[src/rtl/move_executor.sv]
`default_nettype none
// ============================================================================
// Module  : move_executor
// Brief   : Turns one move request into the remove/place write sequence for
//           the board register file, with capture and pawn promotion.
// Revision: 1.0 - initial release
// ============================================================================
module move_executor #(
  parameter bit         PROMOTE_EN  = 1'b1,
  parameter logic [4:0] WHITE_QUEEN = 5'h05,
  parameter logic [4:0] BLACK_QUEEN = 5'h0B
) (
  input  logic       clk,
  input  logic       rst,
  input  logic       move_valid,
  output logic       move_ready,
  input  logic [5:0] move_src,
  input  logic [5:0] move_dst,
  output logic [5:0] rd_pos,
  input  logic [4:0] rd_code,
  output logic [4:0] figure_code,
  output logic [5:0] figure_position,
  output logic       place_piece,
  output logic       remove_piece,
  output logic       move_done,
  output logic       move_err,
  output logic [1:0] err_code,
  output logic       captured_valid,
  output logic [4:0] captured_code
);

  localparam logic [3:0] c_IDLE    = 4'd0;
  localparam logic [3:0] c_RD_SRC  = 4'd1;
  localparam logic [3:0] c_RD_DST  = 4'd2;
  localparam logic [3:0] c_CHECK   = 4'd3;
  localparam logic [3:0] c_REM_SRC = 4'd4;
  localparam logic [3:0] c_REM_DST = 4'd5;
  localparam logic [3:0] c_PLACE   = 4'd6;
  localparam logic [3:0] c_DONE    = 4'd7;
  localparam logic [3:0] c_ERR     = 4'd8;

  localparam logic [4:0] c_EMPTY      = 5'd0;
  localparam logic [4:0] c_WHITE_PAWN = 5'd1;
  localparam logic [4:0] c_WHITE_MAX  = 5'd6;
  localparam logic [4:0] c_BLACK_PAWN = 5'd7;
  localparam logic [4:0] c_CODE_MAX   = 5'd12;

  logic [3:0] r_state;
  logic [3:0] w_next_state;
  logic [5:0] r_src;
  logic [5:0] r_dst;
  logic [4:0] r_src_code;
  logic [4:0] r_dst_code;
  logic [1:0] r_err_code;
  logic [4:0] r_captured_code;

  logic       w_accept;
  logic       w_src_bad;
  logic       w_dst_bad;
  logic       w_src_white;
  logic       w_dst_white;
  logic [1:0] w_check_err;
  logic [4:0] w_place_code;

  assign w_accept = move_valid && (r_state == c_IDLE);

  // In CHECK the destination code is judged straight off the read port,
  // the same cycle it is being latched.
  assign w_src_white = (r_src_code <= c_WHITE_MAX);
  assign w_dst_white = (rd_code <= c_WHITE_MAX);
  assign w_src_bad   = (r_src_code == c_EMPTY) || (r_src_code > c_CODE_MAX);
  assign w_dst_bad   = (rd_code > c_CODE_MAX) ||
                       ((rd_code != c_EMPTY) && (w_src_white == w_dst_white));

  always_comb begin
    w_check_err = 2'd0;
    if (r_src == r_dst)
      w_check_err = 2'd1;
    else if (w_src_bad)
      w_check_err = 2'd2;
    else if (w_dst_bad)
      w_check_err = 2'd3;
  end

  always_comb begin
    w_place_code = r_src_code;
    if (PROMOTE_EN && (r_src_code == c_WHITE_PAWN) && (r_dst[5:3] == 3'd0))
      w_place_code = WHITE_QUEEN;
    else if (PROMOTE_EN && (r_src_code == c_BLACK_PAWN) && (r_dst[5:3] == 3'd7))
      w_place_code = BLACK_QUEEN;
  end

  always_ff @(posedge clk or posedge rst) begin
    if (rst)
      r_state <= c_IDLE;
    else
      r_state <= w_next_state;
  end

  always_comb begin
    w_next_state = r_state;
    case (r_state)
      c_IDLE:    if (move_valid) w_next_state = c_RD_SRC;
      c_RD_SRC:  w_next_state = c_RD_DST;
      c_RD_DST:  w_next_state = c_CHECK;
      c_CHECK:   w_next_state = (w_check_err != 2'd0) ? c_ERR : c_REM_SRC;
      c_REM_SRC: w_next_state = (r_dst_code != c_EMPTY) ? c_REM_DST : c_PLACE;
      c_REM_DST: w_next_state = c_PLACE;
      c_PLACE:   w_next_state = c_DONE;
      c_DONE:    w_next_state = c_IDLE;
      c_ERR:     w_next_state = c_IDLE;
      default:   w_next_state = c_IDLE;
    endcase
  end

  always_ff @(posedge clk or posedge rst) begin
    if (rst) begin
      r_src           <= 6'd0;
      r_dst           <= 6'd0;
      r_src_code      <= 5'd0;
      r_dst_code      <= 5'd0;
      r_err_code      <= 2'd0;
      r_captured_code <= 5'd0;
    end else begin
      if (w_accept) begin
        r_src           <= move_src;
        r_dst           <= move_dst;
        r_err_code      <= 2'd0;
        r_captured_code <= 5'd0;
      end
      if (r_state == c_RD_DST)
        r_src_code <= rd_code;
      if (r_state == c_CHECK) begin
        r_dst_code <= rd_code;
        r_err_code <= w_check_err;
      end
      if (r_state == c_PLACE)
        r_captured_code <= r_dst_code;
    end
  end

  always_comb begin
    move_ready      = 1'b0;
    rd_pos          = 6'd0;
    figure_code     = 5'd0;
    figure_position = 6'd0;
    place_piece     = 1'b0;
    remove_piece    = 1'b0;
    move_done       = 1'b0;
    move_err        = 1'b0;
    captured_valid  = 1'b0;
    case (r_state)
      c_IDLE:    move_ready = 1'b1;
      c_RD_SRC:  rd_pos = r_src;
      c_RD_DST:  rd_pos = r_dst;
      c_REM_SRC: begin
        remove_piece    = 1'b1;
        figure_position = r_src;
      end
      c_REM_DST: begin
        remove_piece    = 1'b1;
        figure_position = r_dst;
      end
      c_PLACE: begin
        place_piece     = 1'b1;
        figure_position = r_dst;
        figure_code     = w_place_code;
      end
      c_DONE: begin
        move_done      = 1'b1;
        captured_valid = (r_dst_code != c_EMPTY);
      end
      c_ERR:     move_err = 1'b1;
      default:   move_ready = 1'b0;
    endcase
  end

  assign err_code      = r_err_code;
  assign captured_code = r_captured_code;

endmodule
`default_nettype wire

[config.mk]
export PLATFORM = sky130hd
export DESIGN_NAME = move_executor
export DESIGN_NICKNAME = d
export VERILOG_FILES = /design/src/rtl/move_executor.sv
export SDC_FILE = /design/constraint.sdc
export NUM_CORES = 1
export LEC_CHECK = 0
export ABC_AREA = 1
export CAP_MARGIN = 20
export CORE_MARGIN = 10
export CORE_UTILIZATION = 48
export DETAILED_ROUTE_END_ITERATION = 6
export HOLD_SLACK_MARGIN = 0.03
export MAX_ROUTING_LAYER = met4
export PLACE_DENSITY = 0.88
export SLEW_MARGIN = 20
export SYNTH_ARGS = -nofsm -noshare
export SYNTH_HDL_FRONTEND = slang
export SYNTH_SLANG_ARGS = --single-unit
[constraint.sdc]
create_clock -name clk -period 1.7 [get_ports clk]
set_clock_uncertainty 0.2 [all_clocks]
set_input_delay 0.17 -clock clk [delete_from_list [all_inputs] [get_ports clk]]
set_output_delay 0.17 -clock clk [all_outputs]
set_load 0.1 [all_outputs]
==> results.json <==
{
  "outcome": "finished with violations",
  "violations": "setup timing",
  "overflow": 0,
  "dpl_cell_area_mm2": 0.003064,
  "antenna_found_initial": 0,
  "vias": 2476,
  "pin_count": 50,
  "regArea_um2": 830.8,
  "hp-class": "in2async",
  "fp.dieH_um": 81.80,
  "synthesis.area_mm2": 0.001833,
  "clock_latency_ns": 0.31,
  "period_share": 1.240,
  "nFillCells": 51,
  "yosysUniqueCellTypes": 26,
  "crit_arrival_ns": 1.74,
  "grt_pass1_vias": 2228,
  "row_count": 22,
  "setup_violations": 50,
  "cts_inserted_buffers": 5,
  "synth_seq_cells": 33,
  "hold_viol": 0,
  "crit_path_end_kind": "primary output",
  "final_area_mm2": 0.003605,
  "crit_required_ns": 1.33,
  "io_buffer_count": 49,
  "viasPerCell": 6.802,
  "die_w_um": 81.80,
  "cap_violations": 0,
  "worst-setup-path-type": "reg2out",
  "multi_input_area_mm2": 0.001285,
  "synth_area_per_cell_um2": 8.111,
  "wl_um": 11500,
  "yosys_warnings": 0,
  "drcViolationCount": 0,
  "crit_fanout": 3,
  "diodes": 0,
  "drt-initial-drc-count": 348,
  "grt_pass1_wl_um": 12320,
  "slew_viol_final": 0,
  "syn_to_final_growth_pct": 96.66,
  "tritoncts": "yes",
  "fin_ws_ns": -0.4077,
  "grt_max_degree": 34,
  "p_leak_nw": 1.539,
  "yosysSeqAreaShare": 0.4505,
  "peakVddDrop_mv": 1.864,
  "die_area_mm2": 0.006690,
  "nets": 335,
  "dpl.hpwl_um": 4722,
  "rsz0062_at_grt": "yes",
  "cts_sinks": 33,
  "drt-pass1-iter-count": 6,
  "root_buffer": "clkbuf_8",
  "start_util": 0.4969,
  "clockBufferDepth": 2,
  "finalCriticalPeriod_ns": 2.108,
  "worstMarginPinSlew_ns": 0.4516,
  "clk_pin_slew_ns": 0.09,
  "p_per_area_mw_per_mm2": 2363,
  "final_layout_size_suffix_gt1_frac": 0.5665,
  "cts_hold_buf": 0,
  "place.gp.congestion": 0.8891,
  "max_freq_ghz": 0.4745,
  "syn_inst": 226,
  "crit_path_start_kind": "flop",
  "whs_ns": 0.1540,
  "core-area_mm2": 0.003689,
  "final_antenna_net_count": 0,
  "track_usage": 0.2530,
  "slew_headroom": 0.6976,
  "synth_nets": 246,
  "cts_max_level": 2,
  "wl_per_cell_um": 31.58
}
-- registers in the layout, indices dropped and copies added (netlist names) --
register and count:
captured_code 5, r_dst_code 5, r_src 6, r_src_code 5, r_state 4, r_dst 6
err_code 2
-- per-layer routing --
| metal | vias up | GRT usage | routed length, µm |
|---|---|---|---|
| li1 | 923 | - | - |
| met4 | 0 | 0.1241 | 966 |
| met2 | 287 | 0.4303 | 5550 |
| met5 | - | - | 0 |
| met1 | 1168 | 0.2701 | 3563 |
| met3 | 98 | 0.06004 | 1415 |
-- metrics by stage --
stage	setup TNS [ns]	worst slack, ns	instances	power, mW	utilization
floorplan	-7.214	-0.2460	226	4.688	-
global placement	-0.1408	-0.04212	336	6.151	0.8307
detailed placement	-0.9693	-0.1023	336	6.347	0.8307
CTS	-4.456	-0.2627	352	7.265	0.8986
global route	-12.04	-0.5444	364	8.698	0.9773
finish	-9.766	-0.4077	364	8.518	0.9773
-- cell type report --
type / count / share of cell area
multi-input cells: 151 / 0.3565
repair buffers: 88 / 0.3287
flip-flops and latches: 33 / 0.2305
inverters: 36 / 0.04373
clock buffers: 5 / 0.01909
well taps: 48 / 0.01666
clock inverters: 3 / 0.004859
-- worst paths after layout --
check	start	to	slack [ns]	depth (start not counted)
max	r_dst[4]	figure_code[2]	-0.41	4
min	rst	r_dst[2]	0.15	3
max reg2reg	r_src_code[3]	r_state[2]	-0.39	9
min reg2reg	r_dst_code[0]	captured_code[0]	0.39	2
max in group asynchronous	rst	r_src_code[1]	0.80	3
min in group clk	move_dst[2]	r_dst[2]	0.29	3
-- synthesized netlist by cell type --
cell       number  area, µm²
buf_2           1      5.000
nor2_1         18      67.56
o22ai_1        12      75.07
nand3b_1        2      15.01
buf_12          1      20.02
nor2_2         11      68.82
nand3_1        15      75.07
o21ai_1         5      25.02
nand2_1        41      153.9
a31oi_1         1      6.260
a21oi_2        12      105.1
a21oi_1         8      40.04
nand2_2         2      12.51
inv_1          34      127.6
buf_6           3      33.78
inv_2           2      7.510
nor2_4          3      33.78
o21ai_0         8      40.04
nand2_4         1      11.26
dfrtp_1        33      825.8
nor4_1          1      6.260
nand4_1         3      18.77
buf_4           1      7.510
nor3_1          5      25.02
xor2_1          2      17.52
o2111ai_1       1      8.760
-- power breakdown --
part / internal (mW) / switching [mW]
Clock: 0.284 / 0.367
Combinational: 2.22 / 4.12
Sequential: 1.12 / 0.412
-- what timing repair did --
item | in CTS | in global routing
cloned | 0 | 2
buffers inserted | 8 | 11
endpoints found under the hold margin | 0 | 0
gates resized for setup | 27 | 54
setup endpoints to repair | 27 | 51
pin swaps | 12 | 12
-- worst max-delay path: stages, from the launching register on --
cell and delay (ns):
dfrtp_1 0.44, nor4_1 0.33, nand4_1 0.23, a21oi_4 0.22, buf_12 0.19
-- logic make-up after synthesis --
logic type	after synthesis	synth area share
compound gates	47	0.1638
xor+xnor	2	0.009558
buf+inv	42	0.1099
flops	33	0.4505
simple gates	102	0.2662
-- layout by cell type, fill, tap and decap left out, types with 4 or more instances in the layout --
cell	synthesis	layout
buf_12	1	34
nand2_1	41	30
dfrtp_1	33	29
buf_4	1	25
inv_1	34	24
nor2_4	3	23
clkdlybuf4s50_1	0	19
a21oi_2	12	14
o22ai_4	0	12
buf_6	3	9
nand3_2	0	8
nand2_2	2	8
nand3_1	15	7
inv_2	2	6
nor2_2	11	5
nand2_4	1	5
o21ai_0	8	5
clkbuf_8	0	5
nor2_1	18	4
a21oi_1	8	4
o21ai_2	0	4
dfrtp_2	0	4
Power figures use the tool's default switching activity.
